`src/rtl/mem_arb_pkg.sv`:
```
// Shared types for the unified memory port arbiter: requester identity,
// arbitration state and the read-tag carried alongside each memory access.
package mem_arb_pkg;

  typedef enum logic {
    OWNER_CORE = 1'b0,
    OWNER_DMA  = 1'b1
  } owner_t;

  typedef enum logic {
    S_OPEN       = 1'b0,
    S_DMA_LOCKED = 1'b1
  } arb_state_t;

  typedef struct packed {
    logic   valid;
    owner_t owner;
  } rd_tag_t;

  localparam rd_tag_t TAG_IDLE = '{valid: 1'b0, owner: OWNER_CORE};

endpackage

```
`src/rtl/mem_arb_tag_pipe.sv`:
```
// Delay line of read tags matching the memory read latency; the output tag
// says who (if anyone) owns the data currently on mem_rd_data.
module mem_arb_tag_pipe
  import mem_arb_pkg::*;
#(
  parameter int RD_LATENCY = 1
) (
  input  logic    clk,
  input  logic    rst,
  input  rd_tag_t tag_in,
  output rd_tag_t tag_out
);

  rd_tag_t [RD_LATENCY-1:0] stages;

  // NOTE: unlike a data store, every stage is reset -- a stale valid bit
  // here would fabricate an rd_valid after reset.
  always_ff @(posedge clk) begin
    if (rst) begin
      for (int i = 0; i < RD_LATENCY; i++) stages[i] <= TAG_IDLE;
    end else begin
      stages[0] <= tag_in;
      for (int i = 1; i < RD_LATENCY; i++) stages[i] <= stages[i-1];
    end
  end

  assign tag_out = stages[RD_LATENCY-1];

endmodule

```
`src/rtl/mem_port_arbiter.sv`:
```
// Shares one memory port between the core (fixed priority) and a DMA/debug
// master, with anti-starvation counting, DMA lock mode and read-data routing.
module mem_port_arbiter
  import mem_arb_pkg::*;
#(
  parameter int RD_LATENCY = 1,
  parameter int MAX_WAIT   = 4,
  parameter int ADDR_W     = 32,
  parameter int DATA_W     = 32
) (
  input  logic              clk,
  input  logic              rst,
  input  logic              core_req,
  input  logic [ADDR_W-1:0] core_addr,
  input  logic              core_wr_ena,
  input  logic [DATA_W-1:0] core_wr_data,
  output logic              core_gnt,
  output logic              core_stall,
  output logic              core_rd_valid,
  output logic [DATA_W-1:0] core_rd_data,
  input  logic              dma_req,
  input  logic [ADDR_W-1:0] dma_addr,
  input  logic              dma_wr_ena,
  input  logic [DATA_W-1:0] dma_wr_data,
  output logic              dma_gnt,
  output logic              dma_rd_valid,
  output logic [DATA_W-1:0] dma_rd_data,
  input  logic              dma_lock,
  output logic [ADDR_W-1:0] mem_addr,
  output logic [DATA_W-1:0] mem_wr_data,
  output logic              mem_wr_ena,
  input  logic [DATA_W-1:0] mem_rd_data
);

  localparam int                WAIT_W   = $clog2(MAX_WAIT + 1);
  localparam logic [WAIT_W-1:0] WAIT_SAT = WAIT_W'(MAX_WAIT);

  arb_state_t        state;
  logic [WAIT_W-1:0] wait_cnt;
  rd_tag_t           tag_in;
  rd_tag_t           tag_out;

  // NOTE: every output gets a default first so no path through the
  // conditionals can leave one unassigned and infer a latch.
  always_comb begin
    core_gnt    = 1'b0;
    dma_gnt     = 1'b0;
    mem_addr    = '0;
    mem_wr_data = '0;
    mem_wr_ena  = 1'b0;

    if (!rst) begin
      if (state == S_DMA_LOCKED) begin
        dma_gnt = dma_req;
      end else if (core_req && dma_req) begin
        // Core wins contention until DMA has waited MAX_WAIT cycles.
        if (wait_cnt == WAIT_SAT) dma_gnt  = 1'b1;
        else                      core_gnt = 1'b1;
      end else begin
        core_gnt = core_req;
        dma_gnt  = dma_req;
      end
    end

    if (core_gnt) begin
      mem_addr    = core_addr;
      mem_wr_data = core_wr_data;
      mem_wr_ena  = core_wr_ena;
    end else if (dma_gnt) begin
      mem_addr    = dma_addr;
      mem_wr_data = dma_wr_data;
      mem_wr_ena  = dma_wr_ena;
    end
  end

  assign core_stall = core_req & ~core_gnt & ~rst;

  // NOTE: sequential state uses non-blocking assignments so every register
  // samples the pre-edge values regardless of statement order.
  always_ff @(posedge clk) begin
    if (rst) begin
      state    <= S_OPEN;
      wait_cnt <= '0;
    end else begin
      case (state)
        S_OPEN:       if (dma_gnt && dma_lock) state <= S_DMA_LOCKED;
        S_DMA_LOCKED: if (!dma_lock)           state <= S_OPEN;
        default:                               state <= S_OPEN;
      endcase

      if (dma_gnt || !dma_req)
        wait_cnt <= '0;
      else if (state == S_OPEN && wait_cnt != WAIT_SAT)
        wait_cnt <= wait_cnt + WAIT_W'(1);
    end
  end

  always_comb begin
    tag_in       = TAG_IDLE;
    tag_in.valid = (core_gnt | dma_gnt) & ~mem_wr_ena;
    tag_in.owner = dma_gnt ? OWNER_DMA : OWNER_CORE;
  end

  mem_arb_tag_pipe #(
    .RD_LATENCY(RD_LATENCY)
  ) u_tag_pipe (
    .clk    (clk),
    .rst    (rst),
    .tag_in (tag_in),
    .tag_out(tag_out)
  );

  assign core_rd_valid = tag_out.valid & ~rst & (tag_out.owner == OWNER_CORE);
  assign dma_rd_valid  = tag_out.valid & ~rst & (tag_out.owner == OWNER_DMA);
  assign core_rd_data  = mem_rd_data;
  assign dma_rd_data   = mem_rd_data;

endmodule

```
`config.mk`:
```
export PLATFORM = sky130hd
export DESIGN_NAME = mem_port_arbiter
export DESIGN_NICKNAME = d
export VERILOG_FILES = /design/src/rtl/mem_arb_pkg.sv /design/src/rtl/mem_arb_tag_pipe.sv /design/src/rtl/mem_port_arbiter.sv
export SDC_FILE = /design/constraint.sdc
export NUM_CORES = 1
export LEC_CHECK = 0
export CAP_MARGIN = 40
export CORE_AREA = 2 2 117 119
export CTS_CLUSTER_SIZE = 8
export DETAILED_ROUTE_END_ITERATION = 10
export DIE_AREA = 0 0 119 121
export PLACE_DENSITY = 0.62
export SETUP_SLACK_MARGIN = 0.15
export SLEW_MARGIN = 20
export SYNTH_ARGS = -nofsm -noshare
export SYNTH_HDL_FRONTEND = slang
export SYNTH_SLANG_ARGS = --single-unit
```
`constraint.sdc`:
```
create_clock -name clk -period 2.6 [get_ports clk]
set_clock_uncertainty 0.15 [all_clocks]
set_input_delay 0.65 -clock clk [delete_from_list [all_inputs] [get_ports clk]]
set_output_delay 0.65 -clock clk [all_outputs]
set_load 0.01 [all_outputs]
```
## Word level (Yosys, flattened, before mapping)

Index checks and enable logic that the tools add are counted.

| cells by class | value |
|---|---|
| $add $sub $neg | 1 |
| equality and inequality tests | 2 |
| mux-type cells | 18 |
| bitwise logic cells | 12 |
| reductions and logical operators | 6 |

Operator list:

| operator | number |
|---|---|
| $mux 32 | 4 |
| $mux 1 | 13 |
| $and 1x1->1 | 6 |
| $not 1->1 | 5 |
| $add 3x1->3 const B | 1 |
| $eq 3x3->1 const B | 1 |
| $logic_and 1x1->1 | 3 |
| $ne 3x3->1 const B | 1 |
| $pmux 1 s2 | 1 |
| $reduce_or 2->1 | 1 |
| $logic_not 1->1 | 1 |
| $logic_or 1x1->1 | 1 |
| $or 1x1->1 | 1 |

| storage, ports and cells | value |
|---|---|
| register bits | 6 |
| input port bits | 167 |
| output and inout port bits | 134 |
| word-level logic and storage cells | 43 |

## Longest topological paths before layout

Gate-level depths: netlist of run 1.

| depth | value |
|---|---|
| word-level depth | 9 |
| depth in mapped cells | 8 |
| depth with buffers taken out | 5 |

## Hierarchy

A second synthesis of run 1 with hierarchy kept.

| second synthesis, totals | value |
|---|---|
| cells, all modules | 176 |
| area, all modules | 1440.1 um2 |

By module, submodules not included:

| module | times used | cells each | area an instance (um2) |
|---|---|---|---|
| mem_port_arbiter | 1 | 172 | 1387.6 |
| mem_arb_tag_pipe | 1 | 4 | 52.6 |

## Worst setup path after synthesis of run 1

No wires, ideal clock.

| timing path | value |
|---|---|
| path kind | in2out |
| start point | input port core_req |
| end point | output port mem_addr[0] |
| arrival time | 1.570 ns |
| path slack | 0.230 ns |
| stages on the path | 6 |
| path buffers | 3 |
| path through | nor2b_4 > and3_1 > buf_2 > buf_6 > buf_6 > a22o_1 |

| between the ends | value |
|---|---|
| longest elaborated chain between the ends | 6 |
| elaborated cells on any way between the ends | 9 |
| those cells by class | mux (8); reduce/logical (1) |

Ends and longest elaborated chain:

| what | RTL line | text |
|---|---|---|
| start: declaration | mem_port_arbiter.sv:13 | `input logic core_req,` |
| $logic_and 1x1->1 | mem_port_arbiter.sv:55 | `end else if (core_req && dma_req) begin` |
| $mux 1 | mem_port_arbiter.sv:55 |  |
| $mux 1 | mem_port_arbiter.sv:53 | `if (state == S_DMA_LOCKED) begin` |
| $mux 1 | mem_port_arbiter.sv:52 | `if (!rst) begin` |
| $mux 32 | mem_port_arbiter.sv:69 | `end else if (dma_gnt) begin` |
| $mux 32 * | mem_port_arbiter.sv:65 | `if (core_gnt) begin` |
| end: declaration | mem_port_arbiter.sv:29 | `output logic [ADDR_W-1:0] mem_addr,` |

Mark *: on every way between the ends. The rest lies on a longest branch, timed or not.

## Final worst setup path of run 1

| timing path | value |
|---|---|
| start point | input port core_req |
| end point | output port mem_wr_data[7] |

| between the ends | value |
|---|---|
| longest elaborated chain between the ends | 6 |
| elaborated cells on any way between the ends | 9 |
| those cells by class | mux (8); reduce/logical (1) |

Ends and longest elaborated chain:

| what | RTL line | text |
|---|---|---|
| $logic_and 1x1->1 | mem_port_arbiter.sv:55 |  |
| $mux 1 | mem_port_arbiter.sv:55 |  |
| $mux 1 | mem_port_arbiter.sv:53 |  |
| $mux 1 | mem_port_arbiter.sv:52 |  |
| $mux 32 | mem_port_arbiter.sv:69 |  |
| $mux 32 * | mem_port_arbiter.sv:65 |  |
| end: declaration | mem_port_arbiter.sv:30 | `output logic [DATA_W-1:0] mem_wr_data,` |

Marked as above.

==> impl_metrics.prom, run 1 <==
# TYPE chip_impl_metric gauge
chip_impl_metric{name="antennaDiodeCount",unit=""} 0
chip_impl_info{name="rsz_0062_raised_after_global_routing",value="yes"} 1
chip_impl_metric{name="hold-worst-slack",unit="ps"} 366
chip_impl_info{name="worst_path_dominant_cell_family",value="buffers and inverters"} 1
chip_impl_metric{name="dp_slack",unit="ps"} -682
chip_impl_metric{name="post_synth.cell_area_avg",unit="µm²"} 8.20
chip_impl_metric{name="global_route.overflow_total",unit=""} 0
chip_impl_metric{name="grt_pass1_wl",unit="µm"} 11600
chip_impl_metric{name="dp.final_hpwl",unit="µm"} 6050
chip_impl_metric{name="initial_utilization",unit="%"} 11.0
chip_impl_metric{name="final-setup-viol-count",unit=""} 0
chip_impl_metric{name="cpPeakStageDelay",unit="ps"} 230
chip_impl_metric{name="ys_types",unit=""} 18
chip_impl_metric{name="routed_wl",unit="µm"} 8480
chip_impl_info{name="postSynth.topFlopCell",value="sky130_fd_sc_hd__dfxtp_1"} 1
chip_impl_metric{name="finalNetCount",unit=""} 507
chip_impl_metric{name="overall_track_demand_over_capacity_in_global_routing",unit="%"} 10.4
chip_impl_metric{name="clockBufferDepth",unit=""} 2
chip_impl_metric{name="postPlaceCellArea",unit="µm²"} 3250
chip_impl_metric{name="max_freq",unit="GHz"} 0.388
chip_impl_metric{name="critical_path_depth",unit=""} 8
chip_impl_metric{name="detail_route.iter0.violations",unit=""} 77
chip_impl_metric{name="power_per_cell_area",unit="nW/µm²"} 253
chip_impl_metric{name="asyncSetResetFlopFracSynth",unit="%"} 0
chip_impl_info{name="synth.top_cells.by_area",value="sky130_fd_sc_hd__a22o_1, sky130_fd_sc_hd__buf_4, sky130_fd_sc_hd__dfxtp_1"} 1
chip_impl_info{name="slowest_stage",value="sky130_fd_sc_hd__a21oi_4"} 1
chip_impl_metric{name="pin_count",unit=""} 301
chip_impl_metric{name="buffer_ports.inserted",unit=""} 204
chip_impl_info{name="hold_class",value="flop to flop"} 1
chip_impl_metric{name="crit_arrival",unit="ps"} 1780
chip_impl_metric{name="synth_enable_flop_cells",unit=""} 0
chip_impl_metric{name="r2r_setup_slack",unit="ps"} 900
chip_impl_metric{name="synth-seq-area-share",unit="%"} 8.37
chip_impl_metric{name="vias_per_cell",unit=""} 3.82
chip_impl_metric{name="first_global_vias",unit=""} 2172
chip_impl_info{name="hp-start",value="wait_cnt[0]$_SDFFE_PP0P_"} 1
chip_impl_info{name="synth_top_area_cell",value="sky130_fd_sc_hd__a22o_1"} 1
chip_impl_metric{name="clk_pin_slew_worst_paths",unit="ps"} 30
chip_impl_metric{name="number_of_placement_rows",unit=""} 42
chip_impl_metric{name="first_pass_iters",unit=""} 4
chip_impl_metric{name="design.die.area",unit="µm²"} 14400
chip_impl_info{name="netlist_top_cells_count",value="sky130_fd_sc_hd__buf_4, sky130_fd_sc_hd__a22o_1, sky130_fd_sc_hd__buf_2"} 1
chip_impl_metric{name="final-max-slew-violation-count",unit=""} 0
chip_impl_info{name="clk_root_buffer_cell",value="sky130_fd_sc_hd__clkbuf_16"} 1
chip_impl_metric{name="route.detailed.wl_per_inst",unit="µm"} 16.6
chip_impl_metric{name="rr_worst_depth",unit=""} 8
chip_impl_metric{name="maxCapViolCount",unit=""} 0
chip_impl_metric{name="dieWidth",unit="µm"} 119
chip_impl_info{name="worstSetupStartpointType",value="primary input"} 1
chip_impl_metric{name="antenna_violations_before_repair",unit=""} 0
chip_impl_metric{name="core_area",unit="µm²"} 13100
chip_impl_info{name="tritoncts",value="built"} 1
chip_impl_metric{name="cts.htree.levels",unit=""} 1
chip_impl_metric{name="gpl_wtd_cong",unit=""} 0.985
chip_impl_info{name="crit-reg2reg-launch",value="wait_cnt[1]$_SDFFE_PP0P_"} 1
chip_impl_metric{name="ys_warn_count",unit=""} 0
chip_impl_metric{name="netlist_area",unit="µm²"} 1440
chip_impl_info{name="critical-path-top-cell-by-count",value="sky130_fd_sc_hd__buf_6"} 1
chip_impl_metric{name="largest_net_degree_at_the_start_of_global_routing",unit=""} 19
chip_impl_info{name="cp-startpoint",value="core_req"} 1
chip_impl_metric{name="tritoncts_buffer_count",unit=""} 3
chip_impl_metric{name="syn-num-nets",unit=""} 344
chip_impl_metric{name="design_area",unit="µm²"} 3500
chip_impl_metric{name="n_fill_cell",unit=""} 1392
chip_impl_info{name="hold_path_end",value="wait_cnt[0]$_SDFFE_PP0P_"} 1
chip_impl_metric{name="max_slew_margin",unit="%"} 85.0
chip_impl_metric{name="timing.final.crit_period",unit="ps"} 2580
chip_impl_metric{name="fin_ws",unit="ps"} 22.7
chip_impl_metric{name="postSynthRegisterBits",unit=""} 6
chip_impl_metric{name="worst_ir_drop_vdd",unit="V"} 0.000227
chip_impl_metric{name="clock-sinks",unit=""} 6
chip_impl_metric{name="p_r_area_growth_vs_syn",unit="%"} 144
chip_impl_metric{name="drc_errors",unit=""} 0
chip_impl_metric{name="worst_hold_path.num_cells",unit=""} 2
chip_impl_metric{name="least_margin_pin_slew",unit="ps"} 225
chip_impl_metric{name="clkLatencyLatePin",unit="ps"} 230
chip_impl_metric{name="num_vias",unit=""} 1957
chip_impl_metric{name="die_y",unit="µm"} 121
chip_impl_metric{name="critical_path_required_time",unit="ps"} 1800
chip_impl_metric{name="timing_hold_violations_final",unit=""} 0
chip_impl_info{name="post-synth-top-count-cell",value="sky130_fd_sc_hd__buf_4"} 1
chip_impl_metric{name="ant_nets",unit=""} 0
chip_impl_metric{name="drive_above_1_share",unit="%"} 34.2
chip_impl_metric{name="timing.critical_path.fanout_max",unit=""} 8
chip_impl_metric{name="p_leak",unit="nW"} 1.59
chip_impl_metric{name="syn-instance-count",unit=""} 175
chip_impl_metric{name="cp_num_buf_inv",unit=""} 5
chip_impl_metric{name="yosys.area.top_type_share",unit="%"} 40.3
chip_impl_info{name="timing_worst_setup_path_type",value="primary input to output pin"} 1
chip_impl_info{name="endpoint_kind",value="output pin"} 1
chip_impl_info{name="status",value="completed"} 1
chip_impl_info{name="cp_cell_sequence",value="buf_6 > nor2b_4 > buf_12 > a21oi_4 > buf_6 > clkbuf_16 > a22o_1 > buf_2"} 1
chip_impl_info{name="regToRegEndpoint",value="state$_SDFF_PP0_"} 1
chip_impl_metric{name="period_utilisation_layout",unit="%"} 99.1
[repair_timing]
item	in CTS	in global routing
gates cloned	8	4
gates resized for setup	306	10
hold buffers	0	0
setup buffers	11	1
endpoints found under the setup margin	70	68
pin swaps	35	9
[layout by cell type (no fill, tap or decap), types with 3 or more instances in the layout]
cell and count:
sky130_fd_sc_hd__a22o_1 66, sky130_fd_sc_hd__nor3_1 3, sky130_fd_sc_hd__dfxtp_1 5, sky130_fd_sc_hd__buf_4 8, sky130_fd_sc_hd__clkdlybuf4s50_1 132, sky130_fd_sc_hd__buf_12 7, sky130_fd_sc_hd__buf_16 8, sky130_fd_sc_hd__buf_2 65
sky130_fd_sc_hd__inv_1 5, sky130_fd_sc_hd__clkbuf_16 7, sky130_fd_sc_hd__buf_6 10
[registers in the layout, summed over array words and instances, names as in the netlist]
signal / flops
wait_cnt: 3
u_tag_pipe.tag_out: 2
state: 1
[worst max path at each step]
stage	end
finish	mem_wr_data[7]
global route	mem_wr_data[0]
detailed placement	mem_addr[0]
floorplan	mem_addr[0]
global placement	mem_addr[0]
CTS	mem_wr_data[0]
[cell families after synthesis]
logic type	Yosys count	share of synthesized area, %
buf+inv	85	42.1
fa+ha+maj	2	1.74
simple gates	12	5.23
flops	6	8.37
compound gates	69	41.9
xor+xnor	1	0.610
[routing by layer]
metal | wire length (µm) | track usage (%) | share of wire [%] | vias up
met5 | 0 | 0 | 0 | -
li1 | - | - | - | 912
met3 | 973 | 3.71 | 11 | 22
met2 | 4500 | 20.6 | 53 | 145
met1 | 2870 | 9.77 | 34 | 878
met4 | 138 | 3.57 | 1.6 | 0
[power by group]
group	total, W	internal, W	switching [W]
registers	0.0000974	0.0000958	0.00000163
clock network	0.000244	0.000197	0.0000473
logic	0.000542	0.000359	0.000183
total	0.000884	0.000652	0.000232
[worst register-to-register path, stage by stage (launching register included)]
cell	delay (ps)
sky130_fd_sc_hd__dfxtp_1	320
sky130_fd_sc_hd__inv_1	70
sky130_fd_sc_hd__ha_4	160
sky130_fd_sc_hd__nand2_1	140
sky130_fd_sc_hd__a21oi_4	110
sky130_fd_sc_hd__buf_6	150
sky130_fd_sc_hd__clkbuf_16	160
sky130_fd_sc_hd__buf_4	130
sky130_fd_sc_hd__o211a_1	210
[through the flow]
| step | cells | total power (W) | utilization [%] | setup TNS [ps] |
|---|---|---|---|---|
| final | 512 | 0.000884 | 26.7 | 0 |
| after global routing | 512 | 0.000925 | 26.7 | -755 |
| after CTS | 507 | 0.000868 | 25.5 | 0 |
| after detailed placement | 485 | 0.000612 | 24.9 | -44610 |
| after global placement | 485 | 0.000608 | 24.9 | -44530 |
| after floorplan | 175 | 0.000345 | - | 0 |
[layout make-up]
| type | instances | area [µm²] | area share, % |
|---|---|---|---|
| tap | 176 | 220 | 6.29 |
| sequential | 6 | 121 | 3.47 |
| inverter | 6 | 22.5 | 0.644 |
| multi-input combinational | 84 | 748 | 21.4 |
| timing repair buffer | 237 | 2310 | 66.1 |
| clock buffer | 3 | 75.1 | 2.15 |
No activity file was read; power rests on OpenSTA's default activity.
==> inputs of run 2 (changes only) <==
--- a/config.mk
+++ b/config.mk
@@ -12,7 +12,7 @@
 export DIE_AREA = 0 0 119 121
 export PLACE_DENSITY = 0.62
 export SETUP_SLACK_MARGIN = 0.15
-export SLEW_MARGIN = 20
+export SLEW_MARGIN = 30
 export SYNTH_ARGS = -nofsm -noshare
 export SYNTH_HDL_FRONTEND = slang
 export SYNTH_SLANG_ARGS = --single-unit
==> results of run 2 <==
The final DEF is identical to that of run 1; final timing and power are the same.
